File: config.mk
export PLATFORM = sky130hd
export DESIGN_NAME = pixel_stream_tx
export DESIGN_NICKNAME = d
export VERILOG_FILES = /design/src/rtl/pixel_stream_tx_pkg.sv /design/src/rtl/pixel_stream_tx_raster_counter.sv /design/src/rtl/pixel_stream_tx.sv
export SDC_FILE = /design/constraint.sdc
export NUM_CORES = 1
export LEC_CHECK = 0
export CORE_MARGIN = 3
export CORE_UTILIZATION = 53
export DETAILED_ROUTE_END_ITERATION = 16
export PLACE_DENSITY = 0.85
export SLEW_MARGIN = 20
export SYNTH_ARGS = -nofsm -noshare
export SYNTH_HDL_FRONTEND = slang
export SYNTH_SLANG_ARGS = --single-unit
File: constraint.sdc
create_clock -name clk -period 4.2 [get_ports clk]
set_input_delay 1.05 -clock clk [delete_from_list [all_inputs] [get_ports clk]]
set_output_delay 1.05 -clock clk [all_outputs]
set_load 0.05 [all_outputs]
File: src/rtl/pixel_stream_tx_pkg.sv
// Shared types and constants for the pixel stream transmitter.
package pixel_stream_tx_pkg;

   localparam int unsigned PIXEL_SIZE = 24;
   localparam int unsigned UNDERRUN_W = 16;

   typedef enum logic [1:0] {
      PTX_IDLE   = 2'd0,
      PTX_ACTIVE = 2'd1,
      PTX_HBLANK = 2'd2,
      PTX_VBLANK = 2'd3
   } ptx_state_e;

   // Pixel payload, {B,G,R} byte order.
   typedef struct packed {
      logic [7:0] b;
      logic [7:0] g;
      logic [7:0] r;
   } pixel_t;

   function automatic logic [UNDERRUN_W-1:0] sat_inc(input logic [UNDERRUN_W-1:0] v);
      return (&v) ? v : v + UNDERRUN_W'(1);
   endfunction

endpackage

File: src/rtl/pixel_stream_tx_raster_counter.sv
// Column/row raster counters with wrap and the position decodes used by the transmitter FSM.
module pixel_stream_tx_raster_counter #(
   parameter int unsigned WIDTH     = 640,
   parameter int unsigned HEIGHT    = 480,
   parameter int unsigned H_BLANK   = 16,
   parameter int unsigned HSYNC_LEN = 4,
   parameter int unsigned V_BLANK   = 2,
   parameter int unsigned VSYNC_LEN = 1
) (
   input  logic clk,
   input  logic reset,
   input  logic clear,
   input  logic adv,
   output logic last_col,
   output logic last_row,
   output logic last_act_col,
   output logic last_act_row,
   output logic hsync_win,
   output logic vsync_win
);

   localparam int unsigned H_TOTAL = WIDTH + H_BLANK;
   localparam int unsigned V_TOTAL = HEIGHT + V_BLANK;
   localparam int unsigned COL_W   = $clog2(H_TOTAL);
   localparam int unsigned ROW_W   = $clog2(V_TOTAL);

   logic [COL_W-1:0] col_q, col_d;
   logic [ROW_W-1:0] row_q, row_d;
   logic             in_hblank;
   logic             in_vblank;

   always_comb begin
      last_col     = (col_q == COL_W'(H_TOTAL - 1));
      last_row     = (row_q == ROW_W'(V_TOTAL - 1));
      last_act_col = (col_q == COL_W'(WIDTH - 1));
      last_act_row = (row_q == ROW_W'(HEIGHT - 1));
      in_hblank    = (32'(col_q) >= WIDTH);
      in_vblank    = (32'(row_q) >= HEIGHT);
      hsync_win    = in_hblank && (32'(col_q) < WIDTH + HSYNC_LEN);
      vsync_win    = in_vblank && (32'(row_q) < HEIGHT + VSYNC_LEN);
   end

   // Column wraps into the next row; the row wraps at the end of the frame.
   always_comb begin
      col_d = col_q;
      row_d = row_q;
      if (clear) begin
         col_d = '0;
         row_d = '0;
      end else if (adv) begin
         if (last_col) begin
            col_d = '0;
            row_d = last_row ? '0 : row_q + ROW_W'(1);
         end else begin
            col_d = col_q + COL_W'(1);
         end
      end
   end

   always_ff @(posedge clk or negedge reset) begin
      if (!reset) begin
         col_q <= '0;
         row_q <= '0;
      end else begin
         col_q <= col_d;
         row_q <= row_d;
      end
   end

endmodule

File: src/rtl/pixel_stream_tx.sv
// Raster pixel transmitter: valid/ready sink to en/hsync/vsync/data stream.
// Build option PIXEL_TX_UNDERRUN_FILL_EN replaces stalls with FILL_PIXEL so line timing stays fixed.
module pixel_stream_tx
   import pixel_stream_tx_pkg::*;
#(
   parameter int unsigned           WIDTH      = 640,
   parameter int unsigned           HEIGHT     = 480,
   parameter int unsigned           H_BLANK    = 16,
   parameter int unsigned           HSYNC_LEN  = 4,
   parameter int unsigned           V_BLANK    = 2,
   parameter int unsigned           VSYNC_LEN  = 1,
   parameter logic [PIXEL_SIZE-1:0] FILL_PIXEL = '0
) (
   input  logic                  clk,
   input  logic                  reset,
   input  logic                  start,
   input  logic                  s_valid,
   input  logic [PIXEL_SIZE-1:0] s_data,
   output logic                  s_ready,
   output logic                  en,
   output logic                  hsync,
   output logic                  vsync,
   output logic [PIXEL_SIZE-1:0] data,
   output logic                  busy,
   output logic                  frame_done,
   output logic [UNDERRUN_W-1:0] underrun_cnt
);

   if (H_BLANK == 0 || V_BLANK == 0) begin : g_blank_chk
      $error("pixel_stream_tx: H_BLANK and V_BLANK must be non-zero");
   end
   if (HSYNC_LEN < 1 || HSYNC_LEN > H_BLANK) begin : g_hsync_chk
      $error("pixel_stream_tx: HSYNC_LEN must be in 1..H_BLANK");
   end
   if (VSYNC_LEN < 1 || VSYNC_LEN > V_BLANK) begin : g_vsync_chk
      $error("pixel_stream_tx: VSYNC_LEN must be in 1..V_BLANK");
   end

   ptx_state_e            state_q, state_d;
   logic                  en_q, en_d;
   logic                  hsync_q, hsync_d;
   logic                  vsync_q, vsync_d;
   pixel_t                data_q, data_d;
   logic                  busy_q, busy_d;
   logic                  done_q, done_d;
   logic [UNDERRUN_W-1:0] under_q, under_d;

   logic adv, clr;
   logic last_col, last_row, last_act_col, last_act_row;
   logic hsync_win, vsync_win;
   pixel_t px_in;

   pixel_stream_tx_raster_counter #(
      .WIDTH     (WIDTH),
      .HEIGHT    (HEIGHT),
      .H_BLANK   (H_BLANK),
      .HSYNC_LEN (HSYNC_LEN),
      .V_BLANK   (V_BLANK),
      .VSYNC_LEN (VSYNC_LEN)
   ) u_raster (
      .clk          (clk),
      .reset        (reset),
      .clear        (clr),
      .adv          (adv),
      .last_col     (last_col),
      .last_row     (last_row),
      .last_act_col (last_act_col),
      .last_act_row (last_act_row),
      .hsync_win    (hsync_win),
      .vsync_win    (vsync_win)
   );

   assign s_ready = (state_q == PTX_ACTIVE);

   // Next state, counter control and next values of every registered output.
   always_comb begin
      state_d = state_q;
      adv     = 1'b0;
      clr     = 1'b0;
      en_d    = 1'b0;
      done_d  = 1'b0;
      under_d = under_q;
      px_in   = s_valid ? pixel_t'(s_data) : pixel_t'(FILL_PIXEL);
      hsync_d = (state_q != PTX_IDLE) && hsync_win;
      vsync_d = vsync_win;

      unique case (state_q)
         PTX_IDLE: begin
            if (start) begin
               state_d = PTX_ACTIVE;
               clr     = 1'b1;
            end
         end
         PTX_ACTIVE: begin
            if (!s_valid) under_d = sat_inc(under_q);
`ifdef PIXEL_TX_UNDERRUN_FILL_EN
            adv  = 1'b1;
            en_d = 1'b1;
`else
            adv  = s_valid;
            en_d = s_valid;
`endif
            if (adv && last_act_col) state_d = PTX_HBLANK;
         end
         PTX_HBLANK: begin
            adv = 1'b1;
            if (last_col) state_d = last_act_row ? PTX_VBLANK : PTX_ACTIVE;
         end
         PTX_VBLANK: begin
            adv = 1'b1;
            if (last_col && last_row) begin
               done_d  = 1'b1;
               state_d = start ? PTX_ACTIVE : PTX_IDLE;
            end
         end
         default: state_d = PTX_IDLE;
      endcase

      data_d = en_d ? px_in : '0;
      busy_d = (state_d != PTX_IDLE);
   end

   always_ff @(posedge clk or negedge reset) begin
      if (!reset) begin
         state_q <= PTX_IDLE;
         en_q    <= 1'b0;
         hsync_q <= 1'b0;
         vsync_q <= 1'b0;
         data_q  <= '0;
         busy_q  <= 1'b0;
         done_q  <= 1'b0;
         under_q <= '0;
      end else begin
         state_q <= state_d;
         en_q    <= en_d;
         hsync_q <= hsync_d;
         vsync_q <= vsync_d;
         data_q  <= data_d;
         busy_q  <= busy_d;
         done_q  <= done_d;
         under_q <= under_d;
      end
   end

   assign en           = en_q;
   assign hsync        = hsync_q;
   assign vsync        = vsync_q;
   assign data         = data_q;
   assign busy         = busy_q;
   assign frame_done   = done_q;
   assign underrun_cnt = under_q;

endmodule

==> impl_metrics.ini <==
[pwr]
clkPwrFrac_pct = 35.1
swShare_pct = 26.5
power.leakage_nw = 1.79
power_density_nw_per_um2 = 364
p_int_mw = 1.07
pwr-share-seq_pct = 52.1
p_sw_mw = 0.384
finalPower_mw = 1.45
peakVddDrop_v = 0.000264
combPwrFrac_pct = 12.8

[critical_path]
worstPathCellList = nor2b_1, clkdlybuf4s50_1
required_ns = 3.15
crit_fanout = 11
end_kind = primary output
critPathLaunchType = register
r2r_start = u_raster.col_q[0]
cpMaxStageDelayCell = clkdlybuf4s50_1
arrival_ns = 1.94
cp_num_buf_inv = 1
crit_start = state_q[0]
crit_type = register to primary output
slowest_delay_ns = 0.83
crit_family = buffers and inverters

[grt]
grt_pass1_vias = 2185
met1_usage_pct = 30.0
grt_pass1_wl_um = 11000
top_usage_layer = met2
gr-usage-met3_pct = 4.39
grt_use_met2_pct = 34.0
grt_usage_pct = 21.8
antenna_found_initial = 0
overflow = 0
grt_max_degree = 40

[cts]
insertion_delay_ns = 0.33
post_cts_resize_count = 0
numCtsBuffers = 9
cts_tree = yes
clock_sinks = 66
postCtsSetupRepairBufs = 0
cts.path.max_buffers = 2
h-tree-depth = 3
cts-root-buf = clkbuf_8
ctsHoldBuffers = 0
clkSlewWorstSetupHoldPaths_ns = 0.06

[detailed_routing]
vias = 2407
drtIter0Drc = 117
viasPerCell = 5.72
drt-wirelength-per-cell_um = 16.4
routed_wl_um = 6910
ant_nets = 0
dr.pass1.iters = 5
drcViolationCount = 0

[timing]
relSlewSlack_pct = 27.9
tns_ns = 0
grt_setup_unrepaired = no
clock.fmax_mhz = 335
tightest_slew_ns = 1.08
slew_viol_final = 0
hold_viol_final = 0
period_share_pct = 71.2
setup_viol = 0
fin_worst_skew_ns = 0.00653
min_period_ns = 2.99

[place]
place_hpwl_um = 4780
post_dp_cell_area_um2 = 3790
gp_congestion = 0.854
portBuffers = 73

[synthesis]
synth_warnings = 0
async_flop_share_pct = 100
ys_types = 48
synth_enable_flop_cells = 0
synth_nets = 307
synth_ff_type = dfrtp_1
syn_avg_cell_area_um2 = 11.1
syn_inst = 273
ys_seq_area_share_pct = 54.7
netlist_area_um2 = 3020
ys_ff_latch = 66

[die]
die_h_um = 81.5
io_pins = 74
die_w_um = 81.5
initial_core_util_pct = 56.9
die_area_um2 = 6640
core_region_area_um2 = 5300
rows = 26

[cells_and_area]
nets = 381
drive_above_1_share_pct = 7.12
layout_common_cells = clkdlybuf4s50_1, dfrtp_1, and2_1
fin_util_pct = 75.2
layout_commonest_cell = clkdlybuf4s50_1
postLayoutCellArea_um2 = 3990
diodes = 0
n_fill_cell = 354
area_growth_pct = 32.2

[worst_hold_path]
hp-class = register to register
min_from = u_raster.row_q[1]

[status]
status = complete, no violations

[job]
drv_cap = 0
[cell type report]
type / instances / area [um2] / share of cell area (%)
flip-flops and latches: 66 / 1650 / 41.4
repair buffers: 74 / 733 / 18.4
multi-input cells: 184 / 1290 / 32.2
well taps: 70 / 87.6 / 2.20
clock buffers: 12 / 145 / 3.64
inverters: 12 / 45.0 / 1.13
clock inverters: 3 / 40.0 / 1.00
[worst register-to-register path: stages, from the launching register on]
cell and delay, ns:
dfrtp_1 0.40, ha_1 0.25, and3_1 0.19, a31oi_1 0.82
nor2_1 0.35, mux2i_1 0.20
[power by group through the flow]
stage / combinational [mW] / clock [mW] / sequential (mW)
after floorplan: 0.123 / 0 / 0.750
after global placement: 0.179 / 0 / 0.763
after detailed placement: 0.186 / 0 / 0.766
after CTS: 0.188 / 0.517 / 0.754
after global routing: 0.218 / 0.544 / 0.765
final: 0.186 / 0.509 / 0.756
[state kept, by name, indices dropped and copies added (netlist names), 2 cells and up]
signal / count
data: 24
underrun_cnt: 16
u_raster.col_q: 10
u_raster.row_q: 9
state_q: 2
[worst paths after layout]
check,slack [ns],cells after the start,to
min reg2reg,0.50,1,vsync
max,1.21,2,s_ready
max in group asynchronous,2.51,2,underrun_cnt[7]
max reg2reg,1.85,5,u_raster.row_q[1]
min,0.50,1,vsync
min in group asynchronous,0.81,1,underrun_cnt[6]
[through the flow]
stage / instances / setup slack [ns] / hold WS, ns
after detailed placement: 406 / 1.03 / 0.494
after global routing: 421 / 1.16 / 0.520
after global placement: 406 / 1.12 / 0.491
final: 421 / 1.21 / 0.504
after CTS: 421 / 1.21 / 0.499
after floorplan: 273 / 1.80 / 0.452
[synthesized netlist by cell type, drive strengths merged, types with 7 or more instances]
cell type | instances | area (um2)
nand2 | 14 | 52.6
nand3 | 13 | 65.1
nor3 | 8 | 50.1
nor2 | 11 | 41.3
or4 | 7 | 52.6
nand4 | 8 | 50.1
xor2 | 10 | 87.6
inv | 12 | 45.0
and2 | 26 | 163
xnor2 | 10 | 87.6
dfrtp | 66 | 1650
o31ai | 7 | 52.6
[cell families after synthesis]
kind of cell             count (synthesis)  share of synthesized area (%)
XOR/XNOR                                20                           5.80
AND/OR/NAND/NOR                        120                           24.7
multiplexers                             4                           1.41
buffers and inverters                   23                           3.15
adder cells (fa/ha/maj)                  6                           2.49
AO/OA/AOI/OAI                           34                           7.71
flip-flops                              66                           54.7
[layer usage]
metal,vias to the layer above,wire [um]
met3,17,496
met4,0,119
li1,1111,-
met5,-,0
met2,103,3420
met1,1176,2880
No activity file was read; power rests on OpenSTA's default activity.
